### src/rtl/regfile_wb_pipe.sv
// Register file / decode stage with a registered write-back stage, read-after-write
// bypass and a load-wait handshake that holds write-back until memory data is valid.
module regfile_wb_pipe #(
   parameter int unsigned DATA_W     = 32,
   parameter int unsigned ADDR_W     = 5,
   parameter int unsigned SP_INDEX   = 29,
   parameter logic [31:0] SP_RESET   = 32'h0000_7FFC,
   parameter int unsigned LINK_INDEX = 31,
   parameter bit          BYPASS_EN  = 1'b1
) (
   input  logic              clock,
   input  logic              reset,
   input  logic [31:0]       instruction,
   input  logic              reg_write,
   input  logic              reg_dst,
   input  logic              jal,
   input  logic              mem_to_reg,
   input  logic [DATA_W-1:0] alu_result,
   input  logic [DATA_W-1:0] mem_data,
   input  logic              mem_valid,
   input  logic [DATA_W-1:0] link_addr,
   output logic [DATA_W-1:0] read_data_1,
   output logic [DATA_W-1:0] read_data_2,
   output logic [DATA_W-1:0] sign_extend,
   output logic              wb_busy,
   output logic              wb_pending
);

   localparam int unsigned       NUM_REGS = 2**ADDR_W;
   localparam logic [DATA_W-1:0] SP_INIT  = DATA_W'(SP_RESET);
   localparam logic [5:0]        OP_SLTIU = 6'h0B;
   localparam logic [5:0]        OP_ANDI  = 6'h0C;
   localparam logic [5:0]        OP_ORI   = 6'h0D;
   localparam logic [5:0]        OP_XORI  = 6'h0E;

   typedef enum logic [1:0] {IDLE, STAGED, WAIT_MEM} state_t;

   state_t              state_q, state_d;
   logic [ADDR_W-1:0]   stage_addr_q, stage_addr_d;
   logic [DATA_W-1:0]   stage_data_q, stage_data_d;
   logic [DATA_W-1:0]   regs_q [NUM_REGS];

   logic [5:0]          opcode;
   logic [15:0]         imm;
   logic [ADDR_W-1:0]   rs_idx, rt_idx, rd_idx, wb_dest;
   logic [DATA_W-1:0]   wb_wdata;
   logic                is_load, accept;

   assign opcode = instruction[31:26];
   assign imm    = instruction[15:0];
   assign rs_idx = ADDR_W'(instruction[25:21]);
   assign rt_idx = ADDR_W'(instruction[20:16]);
   assign rd_idx = ADDR_W'(instruction[15:11]);

   always_comb begin
      wb_dest  = reg_dst ? rd_idx : rt_idx;
      wb_wdata = mem_to_reg ? mem_data : alu_result;
      if (jal) begin
         wb_dest  = ADDR_W'(LINK_INDEX);
         wb_wdata = link_addr;
      end
   end

   assign is_load    = mem_to_reg && !jal;
   assign wb_busy    = (state_q == WAIT_MEM);
   assign wb_pending = (state_q != IDLE);
   assign accept     = !wb_busy && reg_write && (wb_dest != '0);

   always_ff @(posedge clock) begin
      if (reset) begin
         state_q      <= IDLE;
         stage_addr_q <= '0;
         stage_data_q <= '0;
      end else begin
         state_q      <= state_d;
         stage_addr_q <= stage_addr_d;
         stage_data_q <= stage_data_d;
      end
   end

   // A staged write commits on the same edge that may capture the next request.
   always_comb begin
      state_d      = state_q;
      stage_addr_d = stage_addr_q;
      stage_data_d = stage_data_q;
      unique case (state_q)
         WAIT_MEM: begin
            if (mem_valid) begin
               stage_data_d = mem_data;
               state_d      = STAGED;
            end
         end
         default: begin
            state_d = IDLE;
            if (accept) begin
               stage_addr_d = wb_dest;
               stage_data_d = wb_wdata;
               state_d      = (is_load && !mem_valid) ? WAIT_MEM : STAGED;
            end
         end
      endcase
   end

   always_ff @(posedge clock) begin
      if (reset) begin
         for (int unsigned i = 0; i < NUM_REGS; i++)
            regs_q[i] <= (i == SP_INDEX) ? SP_INIT : '0;
      end else if (state_q == STAGED) begin
         regs_q[stage_addr_q] <= stage_data_q;
      end
   end

   function automatic logic [DATA_W-1:0] read_port(input logic [ADDR_W-1:0] idx);
      logic [DATA_W-1:0] val;
      val = regs_q[idx];
      if (BYPASS_EN && (state_q == STAGED) && (idx == stage_addr_q))
         val = stage_data_q;
      if (idx == '0)
         val = '0;
      return val;
   endfunction

   always_comb begin
      read_data_1 = read_port(rs_idx);
      read_data_2 = read_port(rt_idx);
   end

   always_comb begin
      sign_extend = DATA_W'($signed(imm));
      if ((opcode == OP_SLTIU) || (opcode == OP_ANDI) ||
          (opcode == OP_ORI)   || (opcode == OP_XORI))
         sign_extend = DATA_W'(imm);
   end

endmodule

### config.mk
export PLATFORM = sky130hd
export DESIGN_NAME = regfile_wb_pipe
export DESIGN_NICKNAME = d
export VERILOG_FILES = /design/src/rtl/regfile_wb_pipe.sv
export SDC_FILE = /design/constraint.sdc
export NUM_CORES = 2
export LEC_CHECK = 0
export BUFFER_PORTS_ARGS = -buffer_cell sky130_fd_sc_hd__buf_2
export CAP_MARGIN = 0
export CORE_MARGIN = 3
export CORE_UTILIZATION = 68
export CTS_BUF_LIST = sky130_fd_sc_hd__clkbuf_16
export DETAILED_ROUTE_END_ITERATION = 16
export GPL_TIMING_DRIVEN = 0
export PLACE_DENSITY = 0.87
export SLEW_MARGIN = 20
export SYNTH_ARGS = -nofsm -noshare
export SYNTH_HDL_FRONTEND = slang
export SYNTH_SLANG_ARGS = --single-unit
### constraint.sdc
create_clock -name clock -period 4.3 [get_ports clock]
set_clock_uncertainty 0.1 [all_clocks]
set_input_delay 0.215 -clock clock [delete_from_list [all_inputs] [get_ports clock]]
set_output_delay 0.215 -clock clock [all_outputs]
set_load 0.02 [all_outputs]
# Word level (Yosys, flattened, before mapping)
# Memory sizes are Yosys's and may differ from the RTL's.
# Cells that the tools add are included.
[totals]
ff_bits = 39
input_bits = 135
ramBits = 1024
out_inout_bits = 98
wordCells = 58
memories = 1
[memory_table]
columns = ["name", "words", "word_bits", "rd", "rd_ports_with_merged_regs", "write_ports", "line", "source"]
rows = [
  ["regs_q", 32, 32, 2, 0, 32, "41", "logic [DATA_W-1:0] regs_q [NUM_REGS];"],
]
[op_classes]
muxes = 24
bitwise_logic = 1
n_eq_ne = 9
n_reduce_logical = 20
[op_table]
columns = ["cell", "n"]
rows = [
  ["two-way mux 32 bit", 11],
  ["OR reduction 32 bit", 1],
  ["== test 6 x 4 -> 1 bit, second input constant", 4],
  ["two-way mux 5 bit", 3],
  ["== test 5 bit", 2],
  ["logical NOT 5 bit", 2],
  ["two-way mux 2 bit", 4],
  ["logical AND 1 bit", 6],
  ["two-way mux 1 bit", 6],
  ["nonzero test 5 bit", 1],
  ["AND reduction 2 bit", 2],
  ["nonzero test 2 bit", 2],
  ["logical NOT 1 bit", 3],
  ["logical OR 1 bit", 3],
  ["== test 2 x 1 -> 1 bit, second input constant", 1],
  ["== test 2 bit, second input constant", 1],
  ["inequality test 2 bit, second input constant", 1],
  ["inverter 1 bit", 1],
]

# Depth between registers and ports, before layout
[logic_depth]
word_depth = 6
depth_mapped = 10

# Least setup slack after synthesis
# No wires, ideal clock.
[synth_path]
path_kind = "input-to-output"
startpoint = "in instruction[17]"
endpoint = "out read_data_2[19]"
t_required_ps = 3985
setup_slack_ps = 1742
cell_stages = 7
path_buffers = 3
t_arrival_ps = 2243
cell_sequence = "buf_2 > clkbuf_1 > clkbuf_1 > mux4_2 > mux4_2 > nor2b_1 > a211o_1"
[synth_between]
elab_chain_cells = 4
word_cells_on_any_way = 6
[synth_rtl]
columns = ["item", "line", "source"]
rows = [
  ["from (decl)", "13", "input logic [31:0] instruction,"],
  ["branches (longest 3 deep; another with memory read (32 x 32 bit))", "--", ""],
  ["two-way mux 32 bit *", "118", "if (idx == '0)"],
  ["to (decl)", "23", "output logic [DATA_W-1:0] read_data_2,"],
]
# Mark *: on every way between the ends.

# Final worst setup path
[layout_path]
startpoint = "in instruction[22]"
endpoint = "out read_data_1[12]"
[layout_between]
elab_chain_cells = 4
word_cells_on_any_way = 6
[layout_rtl]
columns = ["item", "line", "source"]
rows = [
  ["branches (longest 3 deep; another with memory read (32 x 32 bit))", "--", ""],
  ["two-way mux 32 bit *", "118", ""],
  ["to (decl)", "22", "output logic [DATA_W-1:0] read_data_1,"],
]
# Marked as above.

==> flow_metrics.tcl <==
set metrics [dict create \
    synthesis.area_sq_mm 0.0583 \
    vdd_ir_drop_max_mv 0.363 \
    avgRoutedWirePerCell_um 41.7 \
    ctsHtreeMaxLevel 3 \
    place_congestion 1.07 \
    maxCapViolCount 0 \
    dr.first_iter.drc_count 9018 \
    layout_commonest_cell "and2_1" \
    clock-sinks 1063 \
    number_of_global_route_vias_before_repair 42880 \
    design.core.area_sq_mm 0.0842 \
    number_of_flops_mapped_to_enable_cells_by_yosys 1024 \
    post_synth.cell_area_avg_sq_um 14.3 \
    dr.max_layer_used "met5" \
    port_buffers 213 \
    route.met3.wl_um 50700 \
    viasPerCell 7.77 \
    groute.usage.overall 0.531 \
    antenna_found_initial 28 \
    path_cells "buf_2 -> buf_2 -> buf_4 -> clkbuf_4 -> buf_2 -> mux4_2 -> o21ai_0 -> a211oi_1 -> a221o_1 -> buf_2" \
    final_antenna_net_count 0 \
    fin_ws_ps -213 \
    clock_tree.buffer_depth 3 \
    post-synth-top-area-fraction 0.528 \
    route.detailed.drc 0 \
    worst_hold_startpoint "instruction[19]" \
    cp_class "primary input to primary output" \
    worst_hold_path.num_cells 4 \
    clk_root_buffer_cell "clkbuf_16" \
    fillCellCount 4802 \
    final-setup-viol-count 71 \
    utilization 0.775 \
    drive_above_1_share 0.227 \
    netlist.top_cell.by_area "edfxtp_1" \
    cts_tree "built" \
    met2_layer_wire_length_in_the_routed_design_um 97800 \
    critPathArrivalTime_ps 4200 \
    initial_core_util 0.692 \
    dominant_synthesized_flop_cell "edfxtp_1" \
    syn-instance-count 4074 \
    die_w_um 299 \
    first_pass_iters 7 \
    critPathMostFrequentCell "buf_2" \
    regToRegSetupSlack_ps -150 \
    final_cell_area_sq_mm 0.0653 \
    grt_setup_unrepaired "no" \
    grt_max_degree 33 \
    crit_start "instruction[22]" \
    dp_hpwl_um 172000 \
    timing.critical_path.required_ps 3980 \
    startpoint_type "primary input" \
    r2r_start "stage_addr_q[0]" \
    end_kind "primary output" \
    power_density_mw_per_mm2 384 \
    clk_transition_reported_paths_ps 60 \
    critPathSlowestCell "clkbuf_4" \
    final-hold-violation-count 0 \
    first_pass_grt_wire_length_um 323000 \
    wire_length_after_detailed_routing_um 239000 \
    crit_path_max_fanout 10 \
    clock_insertion_delay_worst_skew_ps 700 \
    worstRegToRegCells 6 \
    fp.dieArea_sq_mm 0.0892 \
    detailroute.via_count 44566 \
    synth.top_cells.by_area "edfxtp_1 (53%), mux4_2 (19%), and2_1 (11%)" \
    slew_headroom 0.0887 \
    postSynthRegisterBits 1063 \
    timing.hold.worst_endpoint "stage_addr_q[3]" \
    post_cts.repair.setup_buffers 0 \
    syn_nets 4209 \
    regToRegEndpoint "regs_q[29][13]" \
    post-route-min-period_ps 4510 \
    io_pins 233 \
    ys_async_sr_fraction 0 \
    max_slew.worst_pin.slew_ps 1370 \
    violations_in_the_final_reports "setup timing" \
    synth.lib_cells_used.distinct 46 \
    number_of_nets_in_the_layout 4628 \
    grt.overflow.total 0 \
    area_growth_syn_to_layout_pct 12.0 \
    most-common-layout-cells "and2_1 (1030), edfxtp_1 (1024), mux4_2 (482), clkbuf_1 (324), buf_2 (280)" \
    maximum_clock_frequency_mhz 222 \
    place_area_sq_mm 0.0608 \
    wl_met1_um 72900 \
    leakage_nw 24.1 \
    final.period_utilization 1.05 \
    timing.setup.tns_ps -7130 \
    cts_buffers 106 \
    finalMaxSlewViolations 0 \
    outcome "finished with violations" \
    depth_of_the_critical_timing_path_with_buffers_and_inverters_included 10 \
    timing.critical_path.slowest_cell_delay_ps 560 \
    worst_path_dominant_cell_family "buffers and inverters" \
    num_rows 106 \
    worstPathBufferInverterCount 6 \
    seq_total_area_yosys 0.541 \
    worstHoldPathType "primary input to flop" \
    synth.yosys.warnings 0 \
    floorplan.die.height_um 299 \
]
## what timing repair did
action | CTS | global route
resized for setup | 8 | 11
endpoints found under the setup margin | 44 | 34
hold buffers | 97 | 0
endpoints found under the hold margin | 38 | 0
## flip-flops by register name, summed over array words and instances (netlist names)
name          cells
regs_q         1024
state_q           2
stage_data_q     32
stage_addr_q      5
## metal layers
metal  GRT usage  vias to the layer above
met5      0.0141                        -
met4       0.294                       16
met3       0.319                     1158
met2       0.733                     5175
met1       0.649                    21731
li1            -                    16486
## per-stage QoR
stage / hold WS [ps] / std cells / power (W) / worst slack, ps
floorplan: 191 / 4074 / 0.0140 / 1740
global placement: 330 / 5421 / 0.0155 / -737
detailed placement: 328 / 5422 / 0.0155 / -192
CTS: 0.303 / 5714 / 0.0245 / 64.3
global route: 73.4 / 5716 / 0.0252 / 0.282
finish: 40.7 / 5735 / 0.0251 / -213
## Yosys cell counts (39+ instances only)
cell	number
buf_4	52
clkbuf_1	338
nor3_1	77
a221oi_1	51
a211oi_1	103
edfxtp_1	1024
dfxtp_1	39
mux2i_1	188
nor2_1	41
a221o_1	42
mux4_2	482
buf_2	62
and2_1	1030
or3_1	45
a21oi_1	78
nor2b_1	72
## power breakdown
| group | leakage (nW) | switching (W) | internal, W |
|---|---|---|---|
| sequential | 10.9 | 0.000357 | 0.0117 |
| combinational | 11.4 | 0.00246 | 0.00128 |
| clock | 1.73 | 0.00424 | 0.00505 |
## how the worst max path moves through the flow
stage / slack, ps / to
2_1_floorplan: 1740 / read_data_2[19]
3_3_place_gp: -740 / read_data_1[20]
3_5_place_dp: -190 / read_data_1[17]
4_1_cts: 60 / read_data_2[0]
5_1_grt: 0.3 / read_data_1[18]
6_report: -210 / read_data_1[12]
## worst reg2reg max path, cell delays in order, from the launching register on
cell and delay, ps:
dfxtp_1 320, clkbuf_1 360, nand3b_1 340, clkbuf_1 530, nor2_1 510, clkbuf_1 790
or2_2 1040
## kinds of logic (layout without fill, tap and decap cells)
| family | after synthesis | count (layout) | synth area share |
|---|---|---|---|
| AOI/OAI and AO/OA | 441 | 441 | 0.0552 |
| muxes | 675 | 675 | 0.220 |
| xor gates and xnor gates | 11 | 11 | 0.00165 |
| and+or+nand+nor | 1400 | 1400 | 0.146 |
| buffers and inverters | 484 | 991 | 0.0370 |
| DFF | 1063 | 1063 | 0.541 |
| other | 0 | 20 | 0 |
## layout make-up
type	instances	area [sq um]	share of cell area
sequential	1063	31500	0.483
multi-input combinational	2527	24600	0.377
clock buffer	108	2700	0.0414
buffer	476	2170	0.0333
timing repair buffer	312	2060	0.0316
tap	1134	1420	0.0217
clock inverter	88	689	0.0106
antenna	20	50.0	0.000767
inverter	7	26.3	0.000403
Power figures use the tool's default switching activity.
